$ cat config.mk
export PLATFORM = sky130hd
export DESIGN_NAME = cond_unit_pipe_flat
export DESIGN_NICKNAME = d
export VERILOG_FILES = /design/src/rtl/cond_unit_pipe_if.sv /design/src/rtl/cond_unit_pipe.sv /design/src/flat_wrapper.sv
export SDC_FILE = /design/constraint.sdc
export NUM_CORES = 1
export LEC_CHECK = 0
export ABC_AREA = 1
export CAP_MARGIN = 20
export CORE_UTILIZATION = 54
export CTS_CLUSTER_DIAMETER = 200
export CTS_CLUSTER_SIZE = 14
export DETAILED_ROUTE_END_ITERATION = 6
export GPL_ROUTABILITY_DRIVEN = 0
export PLACE_DENSITY = 0.93
export SLEW_MARGIN = 5
export SYNTH_ARGS = -nofsm -noshare
export SYNTH_HDL_FRONTEND = slang
export SYNTH_SLANG_ARGS = --single-unit
$ cat constraint.sdc
create_clock -name i_clk -period 4 [get_ports i_clk]
set_input_delay 0.8 -clock i_clk [delete_from_list [all_inputs] [get_ports i_clk]]
set_output_delay 0.8 -clock i_clk [all_outputs]
set_load 0.02 [all_outputs]
$ cat src/rtl/cond_unit_pipe_if.sv
// E-stage control bundle between the pipeline and the conditional unit.
// The master side drives the E-stage instruction controls; the slave side is the
// conditional unit, which returns the condition result, flags and M-stage controls.
interface cond_unit_pipe_if #(
  parameter int unsigned CNT_W = 16
);
  // Pipeline to conditional unit
  logic             en;
  logic             flush_e;
  logic [3:0]       cond_e;
  logic [3:0]       alu_flags_e;
  logic [1:0]       flag_write_e;
  logic             reg_write_e;
  logic             mem_write_e;
  logic             pc_s_e;
  logic             branch_e;

  // Conditional unit to pipeline
  logic             cond_ex_e;
  logic             branch_taken_e;
  logic [3:0]       flags;
  logic             reg_write_m;
  logic             mem_write_m;
  logic             pc_src_m;
  logic [CNT_W-1:0] annul_cnt;

  modport master (
    output en, flush_e, cond_e, alu_flags_e, flag_write_e,
    output reg_write_e, mem_write_e, pc_s_e, branch_e,
    input  cond_ex_e, branch_taken_e, flags,
    input  reg_write_m, mem_write_m, pc_src_m, annul_cnt
  );

  modport slave (
    input  en, flush_e, cond_e, alu_flags_e, flag_write_e,
    input  reg_write_e, mem_write_e, pc_s_e, branch_e,
    output cond_ex_e, branch_taken_e, flags,
    output reg_write_m, mem_write_m, pc_src_m, annul_cnt
  );
endinterface

$ cat src/rtl/cond_unit_pipe.sv
// Execute-stage conditional unit. Holds the architectural NZCV flags, evaluates
// the E-stage condition field against them, gates the write/branch controls and
// registers the gated controls into M. Also counts annulled instructions.
module cond_unit_pipe #(
  parameter int unsigned CNT_W = 16
) (
  input logic              i_clk,
  input logic              i_reset,
  cond_unit_pipe_if.slave  bus
);

  // Architectural state and M-stage pipeline registers
  logic [3:0]       r_flags;
  logic             r_reg_write_m;
  logic             r_mem_write_m;
  logic             r_pc_src_m;
  logic [CNT_W-1:0] r_annul_cnt;

  // Next-state values
  logic [3:0]       w_flags_nxt;
  logic             w_reg_write_nxt;
  logic             w_mem_write_nxt;
  logic             w_pc_src_nxt;
  logic [CNT_W-1:0] w_annul_cnt_nxt;

  // Decoded flag bits and condition result
  logic w_n, w_z, w_c, w_v;
  logic w_ge;
  logic w_cond_ex;
  logic w_ex;
  logic w_annul;
  logic w_cnt_max;

  assign w_n  = r_flags[3];
  assign w_z  = r_flags[2];
  assign w_c  = r_flags[1];
  assign w_v  = r_flags[0];
  assign w_ge = (w_n == w_v);

  // Condition decode against the registered flags; the instruction's own ALU
  // flags are never visible here, only those written by older instructions.
  always_comb begin
    w_cond_ex = 1'b0;
    case (bus.cond_e)
      4'b0000: w_cond_ex = w_z;
      4'b0001: w_cond_ex = ~w_z;
      4'b0010: w_cond_ex = w_c;
      4'b0011: w_cond_ex = ~w_c;
      4'b0100: w_cond_ex = w_n;
      4'b0101: w_cond_ex = ~w_n;
      4'b0110: w_cond_ex = w_v;
      4'b0111: w_cond_ex = ~w_v;
      4'b1000: w_cond_ex = w_c & ~w_z;
      4'b1001: w_cond_ex = ~(w_c & ~w_z);
      4'b1010: w_cond_ex = w_ge;
      4'b1011: w_cond_ex = ~w_ge;
      4'b1100: w_cond_ex = ~w_z & w_ge;
      4'b1101: w_cond_ex = ~(~w_z & w_ge);
      4'b1110: w_cond_ex = 1'b1;
      default: w_cond_ex = 1'b0;  // 1111 is reserved and never executes
    endcase
  end

  assign w_ex      = w_cond_ex & ~bus.flush_e;
  // Bubbles are not annulled instructions, whatever their condition field holds
  assign w_annul   = ~bus.flush_e & ~w_cond_ex;
  assign w_cnt_max = &r_annul_cnt;

  // Next-state for flags (halves update independently), M controls and counter
  always_comb begin
    w_flags_nxt     = r_flags;
    w_reg_write_nxt = bus.reg_write_e & w_ex;
    w_mem_write_nxt = bus.mem_write_e & w_ex;
    w_pc_src_nxt    = (bus.pc_s_e | bus.branch_e) & w_ex;
    w_annul_cnt_nxt = r_annul_cnt;

    if (bus.flag_write_e[1] && w_ex) begin
      w_flags_nxt[3:2] = bus.alu_flags_e[3:2];
    end
    if (bus.flag_write_e[0] && w_ex) begin
      w_flags_nxt[1:0] = bus.alu_flags_e[1:0];
    end
    if (w_annul && !w_cnt_max) begin
      w_annul_cnt_nxt = r_annul_cnt + CNT_W'(1);
    end
  end

  // State registers: reset beats hold, hold beats everything else
  always_ff @(posedge i_clk) begin
    if (i_reset) begin
      r_flags       <= 4'b0000;
      r_reg_write_m <= 1'b0;
      r_mem_write_m <= 1'b0;
      r_pc_src_m    <= 1'b0;
      r_annul_cnt   <= '0;
    end else if (bus.en) begin
      r_flags       <= w_flags_nxt;
      r_reg_write_m <= w_reg_write_nxt;
      r_mem_write_m <= w_mem_write_nxt;
      r_pc_src_m    <= w_pc_src_nxt;
      r_annul_cnt   <= w_annul_cnt_nxt;
    end
  end

  assign bus.cond_ex_e      = w_cond_ex;
  // Drives the F/D flush, so it must not wait for the M register
  assign bus.branch_taken_e = (bus.branch_e | bus.pc_s_e) & w_ex;
  assign bus.flags          = r_flags;
  assign bus.reg_write_m    = r_reg_write_m;
  assign bus.mem_write_m    = r_mem_write_m;
  assign bus.pc_src_m       = r_pc_src_m;
  assign bus.annul_cnt      = r_annul_cnt;

endmodule

$ cat src/flat_wrapper.sv
// flat-port wrapper written by rule: the top's interface ports become plain ports
module cond_unit_pipe_flat 
#(
  parameter int unsigned CNT_W = 16
)
  (i_clk, i_reset, bus_en, bus_flush_e, bus_cond_e, bus_alu_flags_e, bus_flag_write_e, bus_reg_write_e, bus_mem_write_e, bus_pc_s_e, bus_branch_e, bus_cond_ex_e, bus_branch_taken_e, bus_flags, bus_reg_write_m, bus_mem_write_m, bus_pc_src_m, bus_annul_cnt);
  cond_unit_pipe_if #(.CNT_W(CNT_W)) bus_i ();
  input logic i_clk;
  input logic i_reset;
  input wire logic [$bits(bus_i.en)-1:0] bus_en;
  input wire logic [$bits(bus_i.flush_e)-1:0] bus_flush_e;
  input wire logic [$bits(bus_i.cond_e)-1:0] bus_cond_e;
  input wire logic [$bits(bus_i.alu_flags_e)-1:0] bus_alu_flags_e;
  input wire logic [$bits(bus_i.flag_write_e)-1:0] bus_flag_write_e;
  input wire logic [$bits(bus_i.reg_write_e)-1:0] bus_reg_write_e;
  input wire logic [$bits(bus_i.mem_write_e)-1:0] bus_mem_write_e;
  input wire logic [$bits(bus_i.pc_s_e)-1:0] bus_pc_s_e;
  input wire logic [$bits(bus_i.branch_e)-1:0] bus_branch_e;
  output wire logic [$bits(bus_i.cond_ex_e)-1:0] bus_cond_ex_e;
  output wire logic [$bits(bus_i.branch_taken_e)-1:0] bus_branch_taken_e;
  output wire logic [$bits(bus_i.flags)-1:0] bus_flags;
  output wire logic [$bits(bus_i.reg_write_m)-1:0] bus_reg_write_m;
  output wire logic [$bits(bus_i.mem_write_m)-1:0] bus_mem_write_m;
  output wire logic [$bits(bus_i.pc_src_m)-1:0] bus_pc_src_m;
  output wire logic [$bits(bus_i.annul_cnt)-1:0] bus_annul_cnt;
  assign bus_i.en = bus_en;
  assign bus_i.flush_e = bus_flush_e;
  assign bus_i.cond_e = bus_cond_e;
  assign bus_i.alu_flags_e = bus_alu_flags_e;
  assign bus_i.flag_write_e = bus_flag_write_e;
  assign bus_i.reg_write_e = bus_reg_write_e;
  assign bus_i.mem_write_e = bus_mem_write_e;
  assign bus_i.pc_s_e = bus_pc_s_e;
  assign bus_i.branch_e = bus_branch_e;
  assign bus_cond_ex_e = bus_i.cond_ex_e;
  assign bus_branch_taken_e = bus_i.branch_taken_e;
  assign bus_flags = bus_i.flags;
  assign bus_reg_write_m = bus_i.reg_write_m;
  assign bus_mem_write_m = bus_i.mem_write_m;
  assign bus_pc_src_m = bus_i.pc_src_m;
  assign bus_annul_cnt = bus_i.annul_cnt;
  cond_unit_pipe #(.CNT_W(CNT_W)) u_core (.i_clk(i_clk), .i_reset(i_reset), .bus(bus_i));
endmodule
==> results.md <==
* Most frequent cells in the layout: nand2_1, inv_1, nor2_1
* GRT overflow at 0
* Worst Hold Depth at 2
* Drt initial violations at 108
* Adder-Cell Fraction of Synth Area at 0.00702
* Max_slew headroom at 0.528
* Area Overhead vs Synth at 25.5%
* Core Region at around 3100 um2
* Post_cts resized at 0
* Root Driver: clkbuf_4
* Die Area at about 3500 um2
* Hold slack at between 0.4 and 0.5 ns
* Vias in the first global route at 1699
* CTS Buf Count at 3
* Max-Cap Viols at 0
* Max Clock Skew at ~0.0043 ns
* Initial core utilization at 0.574
* Simple-gate share of the synthesized area at 0.547
* FF+latch count, synth at 23
* Power Dens Cells at 216 nW/um2
* WP data required at around 3.2 ns
* Design Area, Final at 2240 um2
* CTS tree: yes
* Cell variety after synth at 24
* Synthesized instance count at approximately 320
* Synth Area in XOR/XNOR at 0
* Worst endpoint data arrival time at 2.96 ns
* Post-Route WL at about 4.3 mm
* Worst-path cell chain: clkdlybuf4s50_1, inv_1, nor2_2, nand2_1, nand3_1, nand2_1, nand2_2, nor2_8, nor2_2, nand2_1, inv_1, clkdlybuf4s50_1
* Remaining DRCs at 0
* Final setup violating endpoints at 0
* R2r endpoint: u_core.bus.annul_cnt[6]
* Drt pass-1 iters at 5
* Post-DRT Antenna Nets at 0
* Hold endpoint: u_core.bus.mem_write_m
* Mux cell area share after synthesis at 0
* CP Launch Point: bus_cond_e[0]
* Sink Count at 23
* Synth warnings at 0
* Period Utilization, post-route at 0.939
* Avg Inst Size Synth at roughly 5.6 um2
* Via count at about 2100
* CTS clk-pin slew, worst paths at between 0.1 and 0.15 ns
* Die Span Y at 59.4 um
* Syn nets at about 340
* Final hold viol count at 0
* Crit path launch type: input port
* Sequential fraction of the synthesis area at 0.258
* Vias/cell at between 5 and 6
* # rows at 20
* Post-route minimum period at roughly 3.8 ns
* Worst-Skew Late Latency at roughly 0.31 ns
* Fmax at between 200 and 300 MHz
* Layout Nets at 374
* # diodes at 0
* Worst Max-Slew Pin Slew at 0.706 ns
* IO Port Bufs at 42
* Status: finished, final reports clean
* Post-synthesis compound-gate area fraction at 0.0154
* Setup TNS at 0 ns
* Static leakage at 1.06 nW
* Leading cell type in the layout, fill and taps excluded: nand2_1
* Post-CTS Setup Inserts at 0
* Die X at 59.4 um
* Post-synthesis cell area at roughly 1800 um2
* Crit-path max FO at 17
* CP max stage delay at 0.59 ns
* CTS H-tree depth at 1
* Overall routing resource usage at 0.253
* R2R Setup Slk at ~1.8 ns
* Wire per inst at between 10 and 15 um
* Setup CP Type: in2out
* Critical R2R Launch: u_core.bus.annul_cnt[0]
* I/O pin total at 43
* Pins Over Slew Limit at 0
* Register-to-Register Path Depth at 11
* Most common cell on crit path: nand2_1
* Hold_buf cts at 0
* Main combinational cell family by area after synthesis: simple AND/OR/NAND/NOR gates
* HP Start: u_core.bus.mem_write_m
* Share of cells above drive strength 1 at 0.0621
* Area post-placement at 2210 um2
* Fill cell count at roughly 270
* RSZ-0062 raised after global routing: false
* Tot Pwr at a little under 0.5 mW
* Clock Tree Buf Depth at 2
* Maximum vdd drop at between 0.00015 and 0.0002 V
* HP Class: reg2reg
* Largest net degree at the start of global routing at 22
* CP max-delay cell: clkdlybuf4s50_1
* Type of destination of the critical path: primary output
* Initial antenna violation count at 0
* Hpwl dp at around 3.1 mm
* First-pass GRT wire length at roughly 7 mm
-- per-layer routing --
metal | GRT usage | vias up | part of all wire
met5 | 0 | - | 0
met4 | 0.0918 | 0 | 0.014
met3 | 0.0218 | 10 | 0.053
met2 | 0.419 | 80 | 0.47
met1 | 0.342 | 919 | 0.46
li1 | - | 1072 | -
-- report_power, final --
group          internal [mW]  leakage [nW]  switching [mW]
sequential             0.234         0.186         0.00526
combinational         0.0517         0.854          0.0844
clock                 0.0390        0.0150          0.0693
total                  0.325          1.06           0.159
-- registers in the layout (all words and copies together) (netlist names) --
name and cells:
u_core.bus.pc_src_m 1, u_core.bus.annul_cnt 16, u_core.bus.mem_write_m 1, u_core.bus.flags 4, u_core.bus.reg_write_m 1
-- metrics by stage --
step | setup WS [ns] | instances | utilization
2_1_floorplan | 1.52 | 316 | -
4_1_cts | 0.249 | 398 | 0.721
6_report | 0.244 | 398 | 0.721
5_1_grt | 0.0813 | 398 | 0.721
3_5_place_dp | 0.256 | 394 | 0.712
3_3_place_gp | 0.290 | 394 | 0.712
-- cell usage after synthesis, drive strengths merged --
cell type | n | share of area
a21boi | 1 | 0.0042
a21oi | 3 | 0.0084
buf | 7 | 0.027
clkbuf | 2 | 0.0042
dfxtp | 23 | 0.26
ha | 1 | 0.0070
inv | 67 | 0.14
nand2 | 91 | 0.20
nand3 | 25 | 0.073
nand4 | 36 | 0.13
nor2 | 51 | 0.13
nor3 | 6 | 0.017
nor4 | 1 | 0.0035
o21ai | 1 | 0.0028
or2 | 1 | 0.0035
-- layout make-up --
type | count | area, um2 | share of cell area
timing repair buffer | 43 | 428 | 0.191
multi-input combinational | 217 | 1010 | 0.454
tap | 44 | 55.1 | 0.0246
clock buffer | 4 | 26.3 | 0.0118
inverter | 67 | 251 | 0.112
sequential | 23 | 460 | 0.206
-- worst max path at each step --
stage                               to  slack, ns  depth (start not counted)
floorplan           bus_branch_taken_e       1.52                         10
global placement    bus_branch_taken_e       0.29                         12
detailed placement  bus_branch_taken_e       0.26                         12
finish              bus_branch_taken_e       0.24                         12
global route        bus_branch_taken_e       0.08                         12
CTS                 bus_branch_taken_e       0.25                         12
-- logic make-up after synthesis --
logic type,after synthesis
and+or+nand+nor,211
buffers and inverters,76
DFF,23
AOI/OAI and AO/OA,5
adders and majority gates,1
-- worst max-delay path, delay by kind of cell --
kind / cells / cell delay (ns)
simple gates: 8 / 0.84
buf+inv: 4 / 1.31
Note: power is estimated with default switching activity, not from simulation.
